[config.mk]
export PLATFORM = sky130hd
export DESIGN_NAME = ws2812_tx
export DESIGN_NICKNAME = d
export VERILOG_FILES = /design/src/rtl/ws2812_tx.sv
export SDC_FILE = /design/constraint.sdc
export NUM_CORES = 1
export LEC_CHECK = 0
export CORE_ASPECT_RATIO = 2
export CORE_UTILIZATION = 43
export CTS_CLUSTER_DIAMETER = 80
export CTS_CLUSTER_SIZE = 24
export DETAILED_ROUTE_END_ITERATION = 16
export GPL_TIMING_DRIVEN = 0
export PLACE_DENSITY = 0.67
export SYNTH_ARGS = -nofsm -noshare
export SYNTH_HDL_FRONTEND = slang
export SYNTH_SLANG_ARGS = --single-unit
[constraint.sdc]
create_clock -name clk -period 3.3 [get_ports clk]
set_input_delay 0.33 -clock clk [delete_from_list [all_inputs] [get_ports clk]]
set_output_delay 0.33 -clock clk [all_outputs]
set_load 0.01 [all_outputs]
[src/rtl/ws2812_tx.sv]
// ws2812_tx: serialises 24-bit GRB pixels MSB-first onto the single-wire WS2812 data line.
// Latency: dout rises the cycle after the accepting edge; a pixel lasts 24*BIT_CYC cycles, frame end adds RESET_CYC.
// Backpressure: pixel_ready only in IDLE or on the final cycle of a non-last pixel; pixel_valid may be held.
module ws2812_tx #(
   parameter int T0H_CYC   = 20,
   parameter int T1H_CYC   = 40,
   parameter int BIT_CYC   = 63,
   parameter int RESET_CYC = 3000
) (
   input  logic        clk,
   input  logic        rst_n,
   input  logic [23:0] pixel_data,
   input  logic        pixel_valid,
   input  logic        pixel_last,
   output logic        pixel_ready,
   output logic        dout,
   output logic        busy,
   output logic        frame_done
);

   localparam int CNT_MAX = (BIT_CYC > RESET_CYC) ? BIT_CYC : RESET_CYC;
   localparam int CW      = $clog2(CNT_MAX + 1);

   localparam logic [CW-1:0] BIT_END   = CW'(BIT_CYC - 1);
   localparam logic [CW-1:0] LATCH_END = CW'(RESET_CYC - 1);
   localparam logic [CW-1:0] T0H_LIM   = CW'(T0H_CYC);
   localparam logic [CW-1:0] T1H_LIM   = CW'(T1H_CYC);

   // Refuse to elaborate with timing that cannot produce distinguishable 0/1 pulses.
   generate
      if (!(T0H_CYC > 0 && T0H_CYC < T1H_CYC && T1H_CYC < BIT_CYC && RESET_CYC >= 1)) begin : g_param_check
         $fatal(1, "ws2812_tx: need 0 < T0H_CYC < T1H_CYC < BIT_CYC and RESET_CYC >= 1");
      end
   endgenerate

   typedef enum logic [1:0] {ST_IDLE, ST_SEND, ST_LATCH} state_t;

   state_t        state, state_nx;
   logic [CW-1:0] cyc, cyc_nx;
   logic [4:0]    bit_idx, bit_nx;
   logic [23:0]   shift, shift_nx;
   logic          last_q, last_nx;
   logic          dout_nx, ready_nx, busy_nx, done_nx;
   logic          xfer;

   assign xfer = pixel_valid & pixel_ready;

   // State and output registers; reset abandons any pixel in flight.
   always_ff @(posedge clk) begin
      if (!rst_n) begin
         state       <= ST_IDLE;
         cyc         <= '0;
         bit_idx     <= '0;
         shift       <= '0;
         last_q      <= 1'b0;
         dout        <= 1'b0;
         pixel_ready <= 1'b0;
         busy        <= 1'b0;
         frame_done  <= 1'b0;
      end else begin
         state       <= state_nx;
         cyc         <= cyc_nx;
         bit_idx     <= bit_nx;
         shift       <= shift_nx;
         last_q      <= last_nx;
         dout        <= dout_nx;
         pixel_ready <= ready_nx;
         busy        <= busy_nx;
         frame_done  <= done_nx;
      end
   end

   // Next-state: bit timing, shifting, zero-gap reload, latch countdown.
   always_comb begin
      state_nx = state;
      cyc_nx   = cyc;
      bit_nx   = bit_idx;
      shift_nx = shift;
      last_nx  = last_q;
      case (state)
         ST_IDLE: begin
            if (xfer) begin
               state_nx = ST_SEND;
               cyc_nx   = '0;
               bit_nx   = 5'd23;
               shift_nx = pixel_data;
               last_nx  = pixel_last;
            end
         end
         ST_SEND: begin
            if (cyc == BIT_END) begin
               cyc_nx = '0;
               if (bit_idx != 5'd0) begin
                  shift_nx = {shift[22:0], 1'b0};
                  bit_nx   = bit_idx - 5'd1;
               end else if (last_q) begin
                  state_nx = ST_LATCH;
               end else if (xfer) begin
                  bit_nx   = 5'd23;
                  shift_nx = pixel_data;
                  last_nx  = pixel_last;
               end else begin
                  state_nx = ST_IDLE;
               end
            end else begin
               cyc_nx = cyc + CW'(1);
            end
         end
         ST_LATCH: begin
            if (cyc == LATCH_END) begin
               state_nx = ST_IDLE;
               cyc_nx   = '0;
            end else begin
               cyc_nx = cyc + CW'(1);
            end
         end
         default: begin
            state_nx = ST_IDLE;
            cyc_nx   = '0;
         end
      endcase
   end

   // Outputs derived from the next state so the registered pins line up with it.
   always_comb begin
      dout_nx  = (state_nx == ST_SEND) &&
                 (cyc_nx < (shift_nx[23] ? T1H_LIM : T0H_LIM));
      ready_nx = (state_nx == ST_IDLE) ||
                 ((state_nx == ST_SEND) && (cyc_nx == BIT_END) &&
                  (bit_nx == 5'd0) && !last_nx);
      busy_nx  = (state_nx != ST_IDLE);
      done_nx  = (state == ST_LATCH) && (state_nx == ST_IDLE);
   end

endmodule
==> reports/qor.txt <==
status - complete, but fails checks
failing checks - DRC
# clock sinks - 48
Switching Fraction - 25.6%
Flop pwr share - 45.8%
internal power - 1.01 mW
CTS tree - done
vias per inst - 5.99
# rows - 40
Routed wire per std cell - 16.6 um
Combinational Power Share - 15.1%
Post-Syn Area - 2640 um2
Core Area - 5960 um2
I/O pins - 32
first-pass GRT wire length - 12000 um
full die area - 6480 um2
Root Buffer - clkbuf_16
share of cells above drive strength 1 - 13.8%
Reg clk slew, reported paths - 70 ps
GRT overflow - 0
Top FF cell, synth - dfxtp_1
global route hottest layer - met2
met3 Use GR - 4.69%
via count - 2593
H-tree depth - 2
max-cap check violation count - 0
Worst EP arrival - 3370 ps
worst-margin pin slew - 658 ps
Synthesis Warnings - 0
antenna violations before repair - 0
nets - 404
Req. time, crit path - 3510 ps
NetSw - 0.345 mW
IO buf count - 31
Peak VDD IR - 390 uV
FFs w/ async S/R, synth - 0%
Post-route DRC - 2
Initial Util - 44.3%
met1 global-route usage - 22.0%
Yosys top cell area share - 36.4%
Final Core Density - 55.7%
cts hold-fix bufs - 0
Syn-to-layout area delta - 25.7%
PD cells - 407 nW/um2
Slew HR - 56.0%
cells after synthesis - 325
Crit. End Element - register
First-pass DRT Iterations - 10
vias in the first global route - 2608
power share of the clock group - 39.1%
Num CTS Buffers - 5
final period utilization - 95.9%
worst min path class - register to register
placed wire-length estimate - 5470 um
chip width - 57.4 um
critical setup path kind - register to register
met2 usage - 46.4%
Final Max Tran Viols - 0
achievable frequency - 316 MHz
EDFF count, synth - 0
Starting DRT DRC Count - 110
startpoint types - register
Synth area leaders - dfxtp_1 36%, a21oi_1 6.3%, a22oi_1 6.3%
Clock Latency Late Sink - 300 ps
most frequent cells in the layout - 46 x dfxtp_1, 40 x nand2_1, 31 x a21oi_1, 31 x clkdlybuf4s50_1, 25 x nor2_1
GRT Util Overall - 24.2%
Seq/Total Area, Yosys - 36.4%
Lkg Pwr - 1.17 nW
routed wire length - 7200 um
CTS Buffer Depth - 2
ANT cells - 0
Placer Congestion - 0.891
leading area contributor after synthesis - dfxtp_1
Avg Cell Area, Syn - 8.13 um2
Die H - 113 um
pin count of the biggest net entering global routing - 15
final setup vio count - 0
post-route ant nets - 0
final hold violations - 0
post-synthesis register bit count - 48
Cell variety after synth - 61
setup tns final - 0 ps
Max Clock Skew - 5.93 ps
fin crit period - 3170 ps
crit-path max FO - 5
Mapped Nets - 360
commonest non-fill, non-tap cell in the layout - dfxtp_1
RSZ-0062 raised after global routing - false
## what timing repair did
| item | CTS | global route |
|---|---|---|
| setup endpoints to repair | 1 | 1 |
| pin swaps | 3 | 6 |
| gates cloned | 0 | 0 |
| resized for setup | 6 | 12 |
| hold endpoints to repair | 0 | 0 |
| buffers inserted | 4 | 2 |
## worst paths after layout
kind | to | depth (start not counted) | slack [ps] | startpoint
worst min-delay path | cyc[0] | 2 | 510 | cyc[0]
worst min register to register | cyc[0] | 2 | 510 | cyc[0]
worst max-delay path | dout | 12 | 130 | cyc[0]
worst max register to register | dout | 12 | 130 | cyc[0]
## power by group through the flow
stage | Combinational (mW) | Clock (mW) | Sequential [mW]
finish | 0.204 | 0.528 | 0.619
global route | 0.226 | 0.559 | 0.621
CTS | 0.193 | 0.540 | 0.620
detailed placement | 0.185 | 0 | 0.633
global placement | 0.182 | 0 | 0.632
floorplan | 0.113 | 0 | 0.629
## flip-flops by register name, summed over array words and instances (netlist names), 2 cells and up
name and cells:
bit_idx 5, cyc 12, shift 24, state 2
## cell type report
class,instances,area [um2]
fill,552,2640
sequential,48,968
tap,63,78.8
clock inverter,1,7.51
timing repair buffer,37,355
clock buffer,7,143
multi-input combinational,248,1630
inverter,9,33.8
buffer,20,104
## kinds of logic after synthesis
group,after synthesis,share of synthesized area (%)
buffers and inverters,29,5.21
AOI/OAI and AO/OA,104,26.1
and+or+nand+nor,132,27.0
muxes,5,1.94
adders and majority gates,7,3.32
DFF,48,36.4
## routing by layer
layer  up-vias  share of wire [%]
met5         -                  0
met1      1227                 35
met3        22                2.4
met4         0                4.4
li1       1287                  -
met2        57                 58
## worst max-delay path: stages, from the launching register on
cell and delay [ps]:
dfxtp_4 340, inv_2 60, ha_1 140, or4b_4 490
or4_4 500, buf_6 150, o31a_1 310, nor3_2 190
a21oi_2 130, inv_1 110, ha_4 210, a21o_1 180
a2111oi_4 270
## metrics by stage
step | power, mW | setup WS [ps] | cells | instance area [um2] | hold WS, ps
2_1_floorplan | 0.741 | 204 | 325 | 2640 | 454
3_3_place_gp | 0.815 | -345 | 419 | 3030 | 529
3_5_place_dp | 0.818 | -432 | 419 | 3030 | 544
4_1_cts | 1.35 | 9.44 | 431 | 3230 | 553
5_1_grt | 1.41 | 28.8 | 433 | 3320 | 533
6_report | 1.35 | 134 | 433 | 3320 | 505
## cells in the mapped netlist (3+ instances only)
cell type,instances
nand2b_1,3
a21oi_1,33
nand4_1,5
clkbuf_1,12
o31a_1,3
a31oi_1,3
inv_1,8
o21ai_0,18
buf_2,5
ha_1,7
a21o_1,3
nor3_1,8
and2_1,11
nor2_1,26
or2_2,3
nand3_1,8
dfxtp_1,48
buf_6,3
mux2i_1,4
or3_1,3
a22oi_1,22
nand2_1,40
Power figures use the tool's default switching activity.
